==> src/rtl/d_reg_pipe_pkg.sv <==
// rtl/d_reg_pipe_pkg.sv - shared defaults and helpers for the d_reg_pipe delay line
//
// Purpose: default WIDTH/DEPTH/RST_VAL values and the occupancy-counter width
//          function used by d_reg_pipe and d_ff_stage.
package d_reg_pipe_pkg;

    localparam int DEF_WIDTH = 8;
    localparam int DEF_DEPTH = 4;
    localparam logic [DEF_WIDTH-1:0] DEF_RST_VAL = '0;

    // Width needed to hold an occupancy value in the range 0..depth.
    function automatic int CNT_W(input int depth);
        return $clog2(depth + 1);
    endfunction

endpackage

==> src/rtl/d_ff_stage.sv <==
// rtl/d_ff_stage.sv - one stage of the d_reg_pipe delay line (data flop + valid flop)
//
// Purpose: WIDTH-bit data register plus a valid bit, with synchronous
//          active-high reset, advance enable and a valid-only clear.
// Ports:
//   clk      in   rising-edge clock
//   rst      in   synchronous active-high reset (data -> RST_VAL, valid -> 0)
//   en       in   1 = capture d/d_valid, 0 = hold
//   clr      in   clears the valid bit only; data still follows en
//   d        in   WIDTH-bit data from the previous stage
//   d_valid  in   valid bit from the previous stage
//   q        out  registered data
//   q_valid  out  registered valid
module d_ff_stage
    import d_reg_pipe_pkg::*;
#(
    parameter int               WIDTH   = DEF_WIDTH,
    parameter logic [WIDTH-1:0] RST_VAL = '0
) (
    input  logic             clk,
    input  logic             rst,
    input  logic             en,
    input  logic             clr,
    input  logic [WIDTH-1:0] d,
    input  logic             d_valid,
    output logic [WIDTH-1:0] q,
    output logic             q_valid
);

    logic [WIDTH-1:0] data_q, data_d;
    logic             vld_q, vld_d;

    always_comb begin
        data_d = en ? d : data_q;
        // clr wins over en for the valid bit; the data path is never gated.
        vld_d  = clr ? 1'b0 : (en ? d_valid : vld_q);
    end

    always_ff @(posedge clk) begin
        if (rst) begin
            data_q <= RST_VAL;
            vld_q  <= 1'b0;
        end else begin
            data_q <= data_d;
            vld_q  <= vld_d;
        end
    end

    assign q       = data_q;
    assign q_valid = vld_q;

endmodule

==> src/rtl/d_reg_pipe.sv <==
// rtl/d_reg_pipe.sv - stallable, flushable DEPTH-stage delay line with valid bits and occupancy count
//
// Purpose: delays a WIDTH-bit word by DEPTH advancing cycles, carrying a valid
//          bit per stage and tracking how many stages hold valid data.
//          Edge priority: rst > flush > en.
// Ports:
//   clk        in   rising-edge clock
//   rst        in   synchronous active-high reset
//   en         in   1 = all stages shift by one, 0 = all state holds
//   d          in   input data, captured into stage 0 when en=1
//   d_valid    in   qualifies d
//   flush      in   clears all valid bits and count; data still shifts if en=1
//   q          out  data of the last stage
//   q_valid    out  valid bit of the last stage
//   count      out  number of stages holding valid data
//   taps       out  (D_REG_PIPE_TAPS_EN only) all stage data, stage i at [i*WIDTH +: WIDTH]
//   tap_valid  out  (D_REG_PIPE_TAPS_EN only) all stage valid bits
// Configuration macro: D_REG_PIPE_TAPS_EN
module d_reg_pipe
    import d_reg_pipe_pkg::*;
#(
    parameter int               WIDTH   = DEF_WIDTH,
    parameter int               DEPTH   = DEF_DEPTH,
    parameter logic [WIDTH-1:0] RST_VAL = WIDTH'(DEF_RST_VAL)
) (
    input  logic                      clk,
    input  logic                      rst,
    input  logic                      en,
    input  logic [WIDTH-1:0]          d,
    input  logic                      d_valid,
    input  logic                      flush,
    output logic [WIDTH-1:0]          q,
    output logic                      q_valid,
    output logic [CNT_W(DEPTH)-1:0]   count
`ifdef D_REG_PIPE_TAPS_EN
    ,
    output logic [WIDTH*DEPTH-1:0]    taps,
    output logic [DEPTH-1:0]          tap_valid
`endif
);

    localparam int CW = CNT_W(DEPTH);

    logic [WIDTH-1:0] stage_d [DEPTH];
    logic [WIDTH-1:0] data_w  [DEPTH];
    logic [DEPTH-1:0] stage_v;
    logic [DEPTH-1:0] vld_w;

    logic [CW-1:0]    count_q, count_d;

    for (genvar i = 0; i < DEPTH; i++) begin : g_stage
        if (i == 0) begin : g_head
            assign stage_d[i] = d;
            assign stage_v[i] = d_valid;
        end else begin : g_body
            assign stage_d[i] = data_w[i-1];
            assign stage_v[i] = vld_w[i-1];
        end

        d_ff_stage #(
            .WIDTH   (WIDTH),
            .RST_VAL (RST_VAL)
        ) u_stage (
            .clk     (clk),
            .rst     (rst),
            .en      (en),
            .clr     (flush),
            .d       (stage_d[i]),
            .d_valid (stage_v[i]),
            .q       (data_w[i]),
            .q_valid (vld_w[i])
        );
    end

    // Incremental occupancy: one word may enter and one may leave per advance.
    // The leaving word is whatever was valid in the last stage before the edge,
    // so the result stays equal to popcount of the valid bits and never wraps.
    always_comb begin
        count_d = count_q;
        if (flush) begin
            count_d = '0;
        end else if (en) begin
            count_d = count_q + CW'(d_valid) - CW'(vld_w[DEPTH-1]);
        end
    end

    always_ff @(posedge clk) begin
        if (rst) begin
            count_q <= '0;
        end else begin
            count_q <= count_d;
        end
    end

    assign q       = data_w[DEPTH-1];
    assign q_valid = vld_w[DEPTH-1];
    assign count   = count_q;

`ifdef D_REG_PIPE_TAPS_EN
    for (genvar t = 0; t < DEPTH; t++) begin : g_taps
        assign taps[t*WIDTH +: WIDTH] = data_w[t];
    end
    assign tap_valid = vld_w;
`endif

endmodule

==> config.mk <==
export PLATFORM = sky130hd
export DESIGN_NAME = d_reg_pipe
export DESIGN_NICKNAME = d
export VERILOG_FILES = /design/src/rtl/d_reg_pipe_pkg.sv /design/src/rtl/d_ff_stage.sv /design/src/rtl/d_reg_pipe.sv
export SDC_FILE = /design/constraint.sdc
export NUM_CORES = 1
export LEC_CHECK = 0
export CORE_ASPECT_RATIO = 0.6
export CORE_MARGIN = 3
export CORE_UTILIZATION = 46
export DETAILED_ROUTE_END_ITERATION = 16
export GPL_TIMING_DRIVEN = 0
export PLACE_DENSITY = 0.73
export SYNTH_ARGS = -nofsm -noshare
export SYNTH_HDL_FRONTEND = slang
export SYNTH_SLANG_ARGS = --single-unit
==> constraint.sdc <==
create_clock -name clk -period 1.9 [get_ports clk]
set_clock_uncertainty 0.1 [all_clocks]
set_input_delay 0.57 -clock clk [delete_from_list [all_inputs] [get_ports clk]]
set_output_delay 0.57 -clock clk [all_outputs]
set_load 0.05 [all_outputs]
==> results.txt <==
Once detail routing completed, the nets flagged for antenna violations numbered 0. The final setup violation count is 0. Of the total synthesized cell area, the portion taken by XOR and XNOR cells is 0.00572. The count of TritonRoute iterations in the first routing pass came out at 4.

The path class of the tightest hold or removal check is in -> reg. The reported leakage power came out at 0.869 nW. After detailed routing, the number of remaining DRC violations is 0.

After detailed routing, the average wire length per cell comes to 13.0 um. VDD sags by at most 0.452 mV. Yosys attributes the largest share of cell area to sky130_fd_sc_hd__dfxtp_1 51%, sky130_fd_sc_hd__mux2i_1 24%, sky130_fd_sc_hd__nor2_1 9.6%. Clock-pin slew was measured on the worst setup and hold paths at 0.08 ns.

The number of clock sinks came out at 39. The synthesized-area fraction occupied by and/or/nand/nor cells is 0.0998. The clock reaches the later pin of the worst-skew pair after 0.29 ns. The number of flops mapped to enable cells by yosys came out at 0.

At the pin with the least slew margin, the transition time is 0.518 ns. The final count of pins violating max slew came out at 0. The type of the setup path with the least slack is reg -> out. The quantity of hold-fixing buffers added after cts came out at 0.

Of the cells placed in the final design, the portion with a size suffix greater than 1 is 0.234. The number of setup buffers added after CTS is 0. CTS placed an instance of sky130_fd_sc_hd__clkbuf_8 at the clock tree root.

Walking the worst path, the cells encountered are clkdlybuf4s15_2. The post-synthesis instance area came out at 1530 um^2. The number of global-route vias before repair came out at 1,012. The synthesized instance count is 145. The number of antenna violations at the first check in global routing was 0. In the synthesized netlist the dominant register cell turns out to be sky130_fd_sc_hd__dfxtp_1. Summing all flip-flop and latch instances after layout gives 788 um^2. The share of flip-flops with an asynchronous set or reset after synthesis is 0. The total power divided by cell area came out at 806 nW/um^2. For this run, the register share of the synthesized area comes to 0.510.

The number of nets produced by synthesis is 161. The startpoint identified for the worst register-to-register timing path is count[0]. The worst reg-to-reg setup slack came out at 0.09 ns.

The run finished with clean final reports. In the final layout, the multi-input gates occupy 631 um^2. The number of fill cells is 249. In this run the worst path has a maximum fanout of 4.

The adder-cell share of the synthesized area is 0.0294. The number of buffers and inverters on the critical path came out at 1. Summed over all nets, the half-perimeter wirelength after detailed placement is 2050 um. The number of antenna cells inserted is 0. The signal arrival time at the worst endpoint is 1.18 ns. The number of design-rule violations left by the first detailed-router iteration came out at 31. The met3 usage in global routing is 0.0538. The synthesized design contains 39 register bits. The initial cell density of the core is 0.506.

The worst max-slew margin expressed relative to the limit came out at 0.655. In this run the standard cell core region covers 3020 um^2. Measured on the finished design, the core utilization comes to 0.629. Of all cell types, the one taking the most synthesized area is sky130_fd_sc_hd__dfxtp_1. The worst setup path is launched from a flip-flop.

The share of synthesized area in the top cell type comes to 0.510. For met1 alone, demand over resource in global routing was 0.195. The kind of cell adding the most delay to the critical path is flip-flops. The timing startpoint of the critical path is count[1].

The multiplexer area fraction after synthesis came out at 0.242. After layout, the design draws a total of 1.53 mW. The synthesized netlist contains 15 unique library cells. The share of the synthesized area in compound gates (AO/OA/AOI/OAI) came out at 0.0188.

The number of CTS-inserted buffers came out at 5. The hold violation total from the final report came out at 0. The per-cell via count in the routed design came out at 4.65.

The total die area is 4080 um^2. After synthesis, the largest family of logic cells by area is multiplexers. The biggest cell delay along the critical path came out at 0.47 ns.

The number of top-level pins is 25. For met2 alone, demand over resource in global routing was 0.258. In the global route stage, overall resource usage came out at 0.161. The longest clock path from root to sink contains 2 buffers. The pin count of the biggest net entering global routing came out at 13. The minimum clock period after layout came out at 1.85 ns. The global placer's final weighted congestion is 0.744. The first global-routing pass estimated 4710 um of wire. The final clock period utilization by the worst path came out at 0.974. From synthesis to final layout, the design area changed by 24.2%. The count of input and output buffers came out at 22. The most crowded layer after global routing is met2.

For this design, the slowest cell found on the critical path is sky130_fd_sc_hd__dfxtp_1. The horizontal die dimension came out at 80.5 um. TritonCTS built the clock tree. The total routed wirelength is 2820 um.

The number of placement rows is 15. For this run the aggregate overflow at the end of global routing stands at 0. The worst hold path begins at rst. The required time of the worst setup path came out at 1.23 ns. The final net count is 190. The Yosys step of the flow raised 0 warnings. Averaged over all synthesized cells, the footprint is 10.6 um^2. The via total after detailed routing is 1,010. The H-tree was split into 2 levels. After synthesis, the most frequently instantiated cells are 39 x sky130_fd_sc_hd__dfxtp_1, 39 x sky130_fd_sc_hd__nor2_1, 37 x sky130_fd_sc_hd__mux2i_1.

The die span in y came out at 50.7 um. The number of max-capacitance violations reported is 0. Setup repair after global routing left no endpoint under its margin.

For this run, the top clock speed supported by timing is 540 MHz. The capturing element type of the critical path is an output pin.
path summary, 6_finish.rpt:
| check | to | depth (start not counted) |
|---|---|---|
| setup reg to reg | count[2] | 9 |
| setup / recovery | count[1] | 1 |
| hold reg to reg | g_stage[3].u_stage.q[4] | 2 |
| hold / removal | g_stage[0].u_stage.q[5] | 2 |
per-layer routing:
layer / share of wire / wire (um) / vias up
met5: 0 / 0 / -
met4: 0.020 / 56 / 0
met1: 0.48 / 1360 / 464
li1: - / - / 519
met3: 0.041 / 115 / 8
met2: 0.46 / 1290 / 19
placed cells by master, fill, tap and decap left out, types with 2 or more instances in the layout:
cell / n
sky130_fd_sc_hd__dlygate4sd2_1: 4
sky130_fd_sc_hd__clkbuf_2: 4
sky130_fd_sc_hd__inv_2: 3
sky130_fd_sc_hd__clkbuf_1: 4
sky130_fd_sc_hd__buf_6: 2
sky130_fd_sc_hd__dfxtp_1: 37
sky130_fd_sc_hd__dfxtp_4: 2
sky130_fd_sc_hd__nor2_1: 39
sky130_fd_sc_hd__clkdlybuf4s15_2: 5
sky130_fd_sc_hd__clkdlybuf4s50_1: 9
sky130_fd_sc_hd__buf_4: 12
sky130_fd_sc_hd__mux2i_1: 37
sky130_fd_sc_hd__clkbuf_8: 5
where the power goes:
group          internal, mW  leakage, nW  switching (mW)
clock network         0.257       0.0455           0.281
logic                0.0695        0.505          0.0737
registers             0.838        0.318          0.0133
total                  1.16        0.869           0.368
timing repair:
item,in CTS,in global routing
endpoints found under the setup margin,13,5
gates resized for setup,27,4
pin swaps,0,1
metrics by stage:
step | cells | setup TNS (ns) | hold WS (ns) | worst slack (ns) | area [um^2]
floorplan | 145 | 0 | 0.360 | 0.00160 | 1560
global placement | 209 | -0.634 | 0.372 | -0.377 | 1840
detailed placement | 209 | -0.714 | 0.383 | -0.404 | 1840
CTS | 217 | 0 | 0.325 | 0.00388 | 1920
global route | 217 | 0 | 0.337 | 0.00566 | 1900
finish | 217 | 0 | 0.335 | 0.0492 | 1900
registers in the layout, indices dropped and copies added (netlist names):
name	flops
count	3
g_stage.u_stage.q_valid	4
g_stage.u_stage.q	32
cell type report:
class | instances | area share
tap | 42 | 0.0276
sequential | 39 | 0.415
timing repair buffer | 22 | 0.106
inverter | 4 | 0.00790
clock inverter | 2 | 0.00592
multi-input combinational | 84 | 0.332
clock buffer | 6 | 0.0382
buffer | 18 | 0.0678
logic make-up (layout without fill, tap and decap cells):
kind of cell | after synthesis | after routing
AOI/OAI and AO/OA | 3 | 3
xor gates and xnor gates | 1 | 1
adders and majority gates | 3 | 3
buffers and inverters | 22 | 52
DFF | 39 | 39
muxes | 37 | 37
and+or+nand+nor | 40 | 40
No activity file was read; power rests on OpenSTA's default activity.
